[src/rtl/img_frame_buffer_pkg.sv]
// img_frame_buffer_pkg
// Shared definitions for the input-image frame buffer: pixel type, frame
// geometry, read-address width, bias byte and the write-side state enum.
package img_frame_buffer_pkg;

    typedef logic [7:0] UINT_8;

    localparam int    NUM_PIX   = 256;
    localparam int    ADR_LEN   = 9;
    localparam int    IDX_W     = $clog2(NUM_PIX);
    localparam int    CNT_W     = $clog2(NUM_PIX + 1);
    localparam UINT_8 BIAS_BYTE = 8'hFF;

    typedef enum logic [1:0] {
        IDLE,
        FILL,
        FULL
    } wr_state_e;

endpackage

[src/rtl/img_frame_buffer_if.sv]
// img_frame_buffer_if
// Bundles the pixel stream (valid/sof/data/ready) and the network side
// (rd_adr/rd_byte, nn_start/nn_done/busy).
//   master : decimator + network side (drives pixels, read address, nn_done)
//   slave  : the frame buffer
interface img_frame_buffer_if;
    import img_frame_buffer_pkg::*;

    logic               pix_valid;
    logic               pix_sof;
    UINT_8              pix_data;
    logic               pix_ready;
    logic [ADR_LEN-1:0] rd_adr;
    UINT_8              rd_byte;
    logic               nn_start;
    logic               nn_done;
    logic               busy;

    modport master (
        output pix_valid, pix_sof, pix_data, rd_adr, nn_done,
        input  pix_ready, rd_byte, nn_start, busy
    );

    modport slave (
        input  pix_valid, pix_sof, pix_data, rd_adr, nn_done,
        output pix_ready, rd_byte, nn_start, busy
    );

endinterface

[src/rtl/img_frame_buffer_bank.sv]
// img_bank
// One image bank: DEPTH x 8 RAM, synchronous write, combinational read.
// Ports: clk, we/wa/wd (write port), ra/rd (read port).
module img_bank
    import img_frame_buffer_pkg::*;
#(
    parameter int DEPTH = NUM_PIX,
    parameter int AW    = IDX_W
) (
    input  logic          clk,
    input  logic          we,
    input  logic [AW-1:0] wa,
    input  UINT_8         wd,
    input  logic [AW-1:0] ra,
    output UINT_8         rd
);

    UINT_8 mem [DEPTH];

    always_ff @(posedge clk) begin
        if (we) begin
            mem[wa] <= wd;
        end
    end

    assign rd = mem[ra];

endmodule

[src/rtl/img_frame_buffer.sv]
// img_frame_buffer
// Double-buffered 16x16 uint8 image store between the pixel decimator and the
// network input layer. One bank fills while the other is read; when a frame is
// complete and the network is idle the banks swap and nn_start pulses.
// Ports:
//   clk, reset  : system clock, asynchronous active-high reset
//   bus (slave) : pixel stream, network read port, nn_start/nn_done/busy
// Optional (macro FRAME_STATS_EN): frames_done[15:0], resyncs[7:0], drops[7:0]
// saturating event counters.
module img_frame_buffer
    import img_frame_buffer_pkg::*;
(
    input  logic               clk,
    input  logic               reset,
    img_frame_buffer_if.slave  bus
`ifdef FRAME_STATS_EN
    ,
    output logic [15:0]        frames_done,
    output logic [7:0]         resyncs,
    output logic [7:0]         drops
`endif
);

    wr_state_e          state_q, state_d;
    logic [CNT_W-1:0]   wr_cnt_q, wr_cnt_d;
    logic               rd_bank_q, rd_bank_d;
    logic               busy_q, busy_d;
    logic               nn_start_q, nn_start_d;
    logic               pix_ready_q, pix_ready_d;

    logic               accept;
    logic               swap;
    logic               wr_en;
    logic [IDX_W-1:0]   wr_idx;
    logic [IDX_W-1:0]   rd_idx;
    UINT_8              bank0_rd, bank1_rd;

    assign accept = bus.pix_valid & pix_ready_q;
    assign swap   = (state_q == FULL) & ~busy_q;

    always_comb begin
        state_d     = state_q;
        wr_cnt_d    = wr_cnt_q;
        rd_bank_d   = rd_bank_q;
        busy_d      = busy_q;
        nn_start_d  = 1'b0;
        wr_en       = 1'b0;
        wr_idx      = '0;

        case (state_q)
            IDLE: begin
                if (accept && bus.pix_sof) begin
                    wr_en    = 1'b1;
                    wr_cnt_d = CNT_W'(1);
                    state_d  = FILL;
                end
            end
            FILL: begin
                if (accept) begin
                    wr_en = 1'b1;
                    if (bus.pix_sof) begin
                        wr_cnt_d = CNT_W'(1);
                    end else begin
                        wr_idx   = IDX_W'(wr_cnt_q);
                        wr_cnt_d = wr_cnt_q + CNT_W'(1);
                        if (wr_cnt_q == CNT_W'(NUM_PIX - 1)) begin
                            state_d = FULL;
                        end
                    end
                end
            end
            FULL: begin
                if (swap) begin
                    rd_bank_d  = ~rd_bank_q;
                    busy_d     = 1'b1;
                    nn_start_d = 1'b1;
                    wr_cnt_d   = '0;
                    state_d    = IDLE;
                end
            end
            default: state_d = IDLE;
        endcase

        // Swap only happens with busy low, so the two busy updates never collide.
        if (busy_q && bus.nn_done) begin
            busy_d = 1'b0;
        end

        pix_ready_d = (state_d != FULL);
    end

    always_ff @(posedge clk or posedge reset) begin
        if (reset) begin
            state_q     <= IDLE;
            wr_cnt_q    <= '0;
            rd_bank_q   <= 1'b0;
            busy_q      <= 1'b0;
            nn_start_q  <= 1'b0;
            pix_ready_q <= 1'b1;
        end else begin
            state_q     <= state_d;
            wr_cnt_q    <= wr_cnt_d;
            rd_bank_q   <= rd_bank_d;
            busy_q      <= busy_d;
            nn_start_q  <= nn_start_d;
            pix_ready_q <= pix_ready_d;
        end
    end

    // Writes always target the bank the network is not reading.
    assign rd_idx = IDX_W'(bus.rd_adr - ADR_LEN'(1));

    img_bank #(.DEPTH(NUM_PIX), .AW(IDX_W)) u_bank0 (
        .clk (clk),
        .we  (wr_en & rd_bank_q),
        .wa  (wr_idx),
        .wd  (bus.pix_data),
        .ra  (rd_idx),
        .rd  (bank0_rd)
    );

    img_bank #(.DEPTH(NUM_PIX), .AW(IDX_W)) u_bank1 (
        .clk (clk),
        .we  (wr_en & ~rd_bank_q),
        .wa  (wr_idx),
        .wd  (bus.pix_data),
        .ra  (rd_idx),
        .rd  (bank1_rd)
    );

    // Address 0 is the bias input; the network walks past the image at the end.
    always_comb begin
        if (bus.rd_adr == '0) begin
            bus.rd_byte = BIAS_BYTE;
        end else if (bus.rd_adr <= ADR_LEN'(NUM_PIX)) begin
            bus.rd_byte = rd_bank_q ? bank1_rd : bank0_rd;
        end else begin
            bus.rd_byte = 8'h00;
        end
    end

    assign bus.pix_ready = pix_ready_q;
    assign bus.nn_start  = nn_start_q;
    assign bus.busy      = busy_q;

`ifdef FRAME_STATS_EN
    logic [15:0] frames_done_q, frames_done_d;
    logic [7:0]  resyncs_q, resyncs_d;
    logic [7:0]  drops_q, drops_d;

    always_comb begin
        frames_done_d = frames_done_q;
        resyncs_d     = resyncs_q;
        drops_d       = drops_q;
        if (swap && (frames_done_q != '1)) begin
            frames_done_d = frames_done_q + 16'd1;
        end
        if ((state_q == FILL) && accept && bus.pix_sof && (resyncs_q != '1)) begin
            resyncs_d = resyncs_q + 8'd1;
        end
        if ((state_q == IDLE) && accept && !bus.pix_sof && (drops_q != '1)) begin
            drops_d = drops_q + 8'd1;
        end
    end

    always_ff @(posedge clk or posedge reset) begin
        if (reset) begin
            frames_done_q <= '0;
            resyncs_q     <= '0;
            drops_q       <= '0;
        end else begin
            frames_done_q <= frames_done_d;
            resyncs_q     <= resyncs_d;
            drops_q       <= drops_d;
        end
    end

    assign frames_done = frames_done_q;
    assign resyncs     = resyncs_q;
    assign drops       = drops_q;
`endif

endmodule

[src/flat_wrapper.sv]
// flat-port wrapper written by rule: the top's interface ports become plain ports
module img_frame_buffer_flat import img_frame_buffer_pkg::*;
  (clk, reset, bus_pix_valid, bus_pix_sof, bus_pix_data, bus_rd_adr, bus_nn_done, bus_pix_ready, bus_rd_byte, bus_nn_start, bus_busy);
  img_frame_buffer_if bus_i ();
  input  logic clk;
  input  logic reset;
  input wire logic [$bits(bus_i.pix_valid)-1:0] bus_pix_valid;
  input wire logic [$bits(bus_i.pix_sof)-1:0] bus_pix_sof;
  input wire logic [$bits(bus_i.pix_data)-1:0] bus_pix_data;
  input wire logic [$bits(bus_i.rd_adr)-1:0] bus_rd_adr;
  input wire logic [$bits(bus_i.nn_done)-1:0] bus_nn_done;
  output wire logic [$bits(bus_i.pix_ready)-1:0] bus_pix_ready;
  output wire logic [$bits(bus_i.rd_byte)-1:0] bus_rd_byte;
  output wire logic [$bits(bus_i.nn_start)-1:0] bus_nn_start;
  output wire logic [$bits(bus_i.busy)-1:0] bus_busy;
  assign bus_i.pix_valid = bus_pix_valid;
  assign bus_i.pix_sof = bus_pix_sof;
  assign bus_i.pix_data = bus_pix_data;
  assign bus_i.rd_adr = bus_rd_adr;
  assign bus_i.nn_done = bus_nn_done;
  assign bus_pix_ready = bus_i.pix_ready;
  assign bus_rd_byte = bus_i.rd_byte;
  assign bus_nn_start = bus_i.nn_start;
  assign bus_busy = bus_i.busy;
  img_frame_buffer u_core (.clk(clk), .reset(reset), .bus(bus_i));
endmodule
[config.mk]
export PLATFORM = sky130hd
export DESIGN_NAME = img_frame_buffer_flat
export DESIGN_NICKNAME = d
export VERILOG_FILES = /design/src/rtl/img_frame_buffer_pkg.sv /design/src/rtl/img_frame_buffer_if.sv /design/src/rtl/img_frame_buffer_bank.sv /design/src/rtl/img_frame_buffer.sv /design/src/flat_wrapper.sv
export SDC_FILE = /design/constraint.sdc
export NUM_CORES = 2
export LEC_CHECK = 0
export BUFFER_PORTS_ARGS = -buffer_cell sky130_fd_sc_hd__clkbuf_2
export CORE_MARGIN = 2
export CORE_UTILIZATION = 55
export DETAILED_ROUTE_END_ITERATION = 8
export PLACE_DENSITY = 0.79
export SLEW_MARGIN = 0
export SYNTH_ARGS = -nofsm -noshare
export SYNTH_HDL_FRONTEND = slang
export SYNTH_SLANG_ARGS = --single-unit
export TNS_END_PERCENT = 50
[constraint.sdc]
create_clock -name clk -period 8.4 [get_ports clk]
set_input_delay 0.42 -clock clk [delete_from_list [all_inputs] [get_ports clk]]
set_output_delay 0.42 -clock clk [all_outputs]
set_load 0.02 [all_outputs]
==> results.json <==
{
  "ys_types": 73,
  "vias": 83428,
  "cp_common_cell": "buf_12",
  "synthCells": 7644,
  "core_um2": 288100,
  "synth_top_area_share_pct": 77.17,
  "grt_use_total_pct": 28.60,
  "clock_path_buffers": 4,
  "n_fill_cell": 18109,
  "finalSetupTns_ns": 0,
  "grt_max_degree": 201,
  "synthAdderAreaFrac_pct": 0.06280,
  "drt-initial-drc-count": 13635,
  "antenna_found_initial": 25,
  "period_share_pct": 82.55,
  "slew_headroom_pct": -12.63,
  "synth_area_leaders": "edfxtp_1 77%, mux4_2 15%, nand2_1 1.3%, nor2_1 1.3%, nand3_1 0.66%",
  "die_w_um": 542.3,
  "dieHeight_um": 542.3,
  "hold_class": "in2reg",
  "worstPathRequired_ns": 7.98,
  "outcome": "complete, but fails checks",
  "drt_wl_total_um": 421200,
  "synth_nets": 7674,
  "violations": "DRC, capacitance limit, slew limit",
  "synth_area_um2": 159400,
  "powerDensity_nw_per_um2": 243.3,
  "synth_largest_area_cell": "edfxtp_1",
  "critPathSlowestCell": "nor4_1",
  "maxCapViolCount": 4,
  "rows": 197,
  "async_reset_ff_share_pct": 0.3649,
  "cp-end-kind": "output pin",
  "cts_tree": "built",
  "crit_chain": "buf_12, inv_1, ha_4, buf_12, buf_12, mux4_2, a22oi_1, nand2_1, a21o_1, nor4_1, o21ai_1, clkbuf_2",
  "design_power_total_w": 0.04298,
  "dp_hpwl_um": 228200,
  "grt_pass1_wl_um": 603900,
  "whs_ns": 0.04225,
  "cts_setup_buffers": 0,
  "max-vdd-ir-drop_mv": 0.1929,
  "finalHoldViolCount": 0,
  "initial_core_util_pct": 55.31,
  "fin_worst_skew_ns": 0.06609,
  "cp_max_fo": 78,
  "synth.mux.area_fraction_pct": 15.24,
  "period_needed_ns": 6.934,
  "overflow": 0,
  "synth-xor-area-share_pct": 0.03219,
  "drv_slew": 8,
  "cts.htree.levels": 5,
  "rsz0062_at_grt": "no",
  "tightest_slew_ns": 1.674,
  "synth_top_family_by_area": "multiplexers",
  "dieArea_um2": 294100,
  "io_buffer_count": 32,
  "antenna_left": 0,
  "critPathKind": "in2out",
  "synth_edf_count": 4096,
  "critPathBufInv": 5,
  "fin_util_pct": 61.32,
  "syn_avg_cell_area_um2": 20.85,
  "synth-simple-area-share_pct": 3.767,
  "synth_top_flop_cell": "edfxtp_1",
  "cts_resized": 0,
  "yosys_register_bits": 4111,
  "cts_root_buffer": "clkbuf_16",
  "cts.sinks": 4111,
  "startpoint_type": "input port",
  "route.detailed.drc": 3,
  "nets": 7789,
  "avgViaCountPerCell": 7.031,
  "synth_compound_area_share_pct": 2.129,
  "areaGrowthSynthToFinish_pct": 10.86,
  "crit_path_max_incr_delay_ns": 1.32,
  "insertion_delay_ns": 0.96,
  "p_leak_nw": 54.65,
  "critPathTopFamily": "buffers and inverters",
  "yosys_warnings": 0,
  "numCtsBuffers": 389,
  "dr.pass1.iters": 8,
  "gp_congestion": 0.9243,
  "layout-drive-gt1-share_pct": 23.06,
  "clock.fmax_mhz": 144.2,
  "setup_viol": 0,
  "grt_pass1_vias": 83652,
  "io_pins": 33,
  "cts.clk_slew.worst_paths_ns": 0.06,
  "worstPathArrival_ns": 6.51,
  "post_drt_wl_per_cell_um": 35.50,
  "ys_seq_area_share_pct": 77.41
}
## state kept, by name, summed over array words and instances, names as in the netlist
register and cells:
u_core.bus.busy 1, u_core.bus.nn_start 1, u_core.bus.pix_ready 1, u_core.rd_bank_q 1, u_core.state_q 2, u_core.u_bank0.mem 2048
u_core.u_bank1.mem 2048, u_core.wr_cnt_q 9
## cell families after synthesis
kind of cell,after synthesis
simple gates,1443
fa+ha+maj,8
mux,1115
buf+inv,481
xor+xnor,5
flops,4111
compound gates,481
## cell type report
type / count / area, um2 / area share (%)
Antenna cell: 21 / 52.55 / 0.02974
Clock buffer: 451 / 10090 / 5.713
Clock inverter: 244 / 2430 / 1.375
Inverter: 12 / 45.04 / 0.02549
Multi-Input combinational cell: 3052 / 34100 / 19.30
Sequential cell: 4111 / 123400 / 69.83
Tap cell: 3781 / 4731 / 2.677
Timing Repair Buffer: 193 / 1859 / 1.052
## where the power goes
group	switching (W)	internal, W	total [W]
combinational	0.00185	0.000914	0.00276
clock	0.00767	0.00998	0.0177
sequential	0.00000841	0.0226	0.0226
## cells in the mapped netlist, types with 10 or more instances
cell	n
o21ai_1	12
o21ai_0	34
and3_1	27
mux2i_1	60
nor4_1	10
o21a_1	14
clkbuf_1	266
buf_4	40
a31oi_1	26
a22o_1	30
a32oi_1	36
a21oi_1	105
buf_2	127
edfxtp_1	4096
buf_1	28
mux4_2	1048
nor2_1	547
a21o_1	11
a22oi_1	120
nand3_1	211
dfrtp_1	14
inv_1	12
nand2_1	570
nand4_1	25
and2_1	11
## per-layer routing
metal,vias up,track usage (%),wire (um)
met2,7601,44.83,201000
met3,1406,7.787,56490
met4,16,15.78,26090
met1,42637,36.60,137500
met5,-,0,93
li1,31768,-,-
## path summary, 6_finish.rpt
| kind | startpoint | to | slack (ns) | cells after the start |
|---|---|---|---|---|
| setup / recovery | bus_rd_adr[0] | bus_rd_byte[1] | 1.47 | 12 |
| hold / removal | bus_pix_data[4] | u_core.u_bank0.mem[190][4] | 0.04 | 1 |
| setup reg to reg | u_core.state_q[1] | u_core.u_bank0.mem[203][0] | 3.05 | 9 |
| hold reg to reg | u_core.wr_cnt_q[8] | u_core.wr_cnt_q[8] | 0.49 | 2 |
| max in group asynchronous | reset | u_core.wr_cnt_q[5] | 7.77 | 3 |
| min in group asynchronous | reset | u_core.wr_cnt_q[8] | 0.22 | 3 |
## cells in the final DEF (no fill, tap or decap), types with 31 or more instances in the layout
cell type and instances:
a21oi_1 103, a22oi_1 120, a32oi_1 36, buf_12 31, buf_4 119, bufinv_16 45
clkbuf_1 55, clkbuf_16 394, clkinv_1 80, clkinv_2 82, edfxtp_1 4096, mux2i_1 60
mux4_2 1048, nand2_1 553, nand3_1 211, nor2_1 540, o21ai_0 34
## what timing repair did
action	4_1_cts	5_1_grt
setup endpoints to repair	0	0
endpoints found under the hold margin	113	0
hold buffers	8	0
## stage by stage
step                      setup WS (ns)  area, um2  cells
after global placement            1.574     164000  11137
after floorplan                   3.488     159400   7644
after CTS                         1.688     176600  11844
after global routing              1.373     176600  11845
final                             1.466     176700  11865
after detailed placement          1.814     164000  11141
Note: power is estimated with default switching activity, not from simulation.
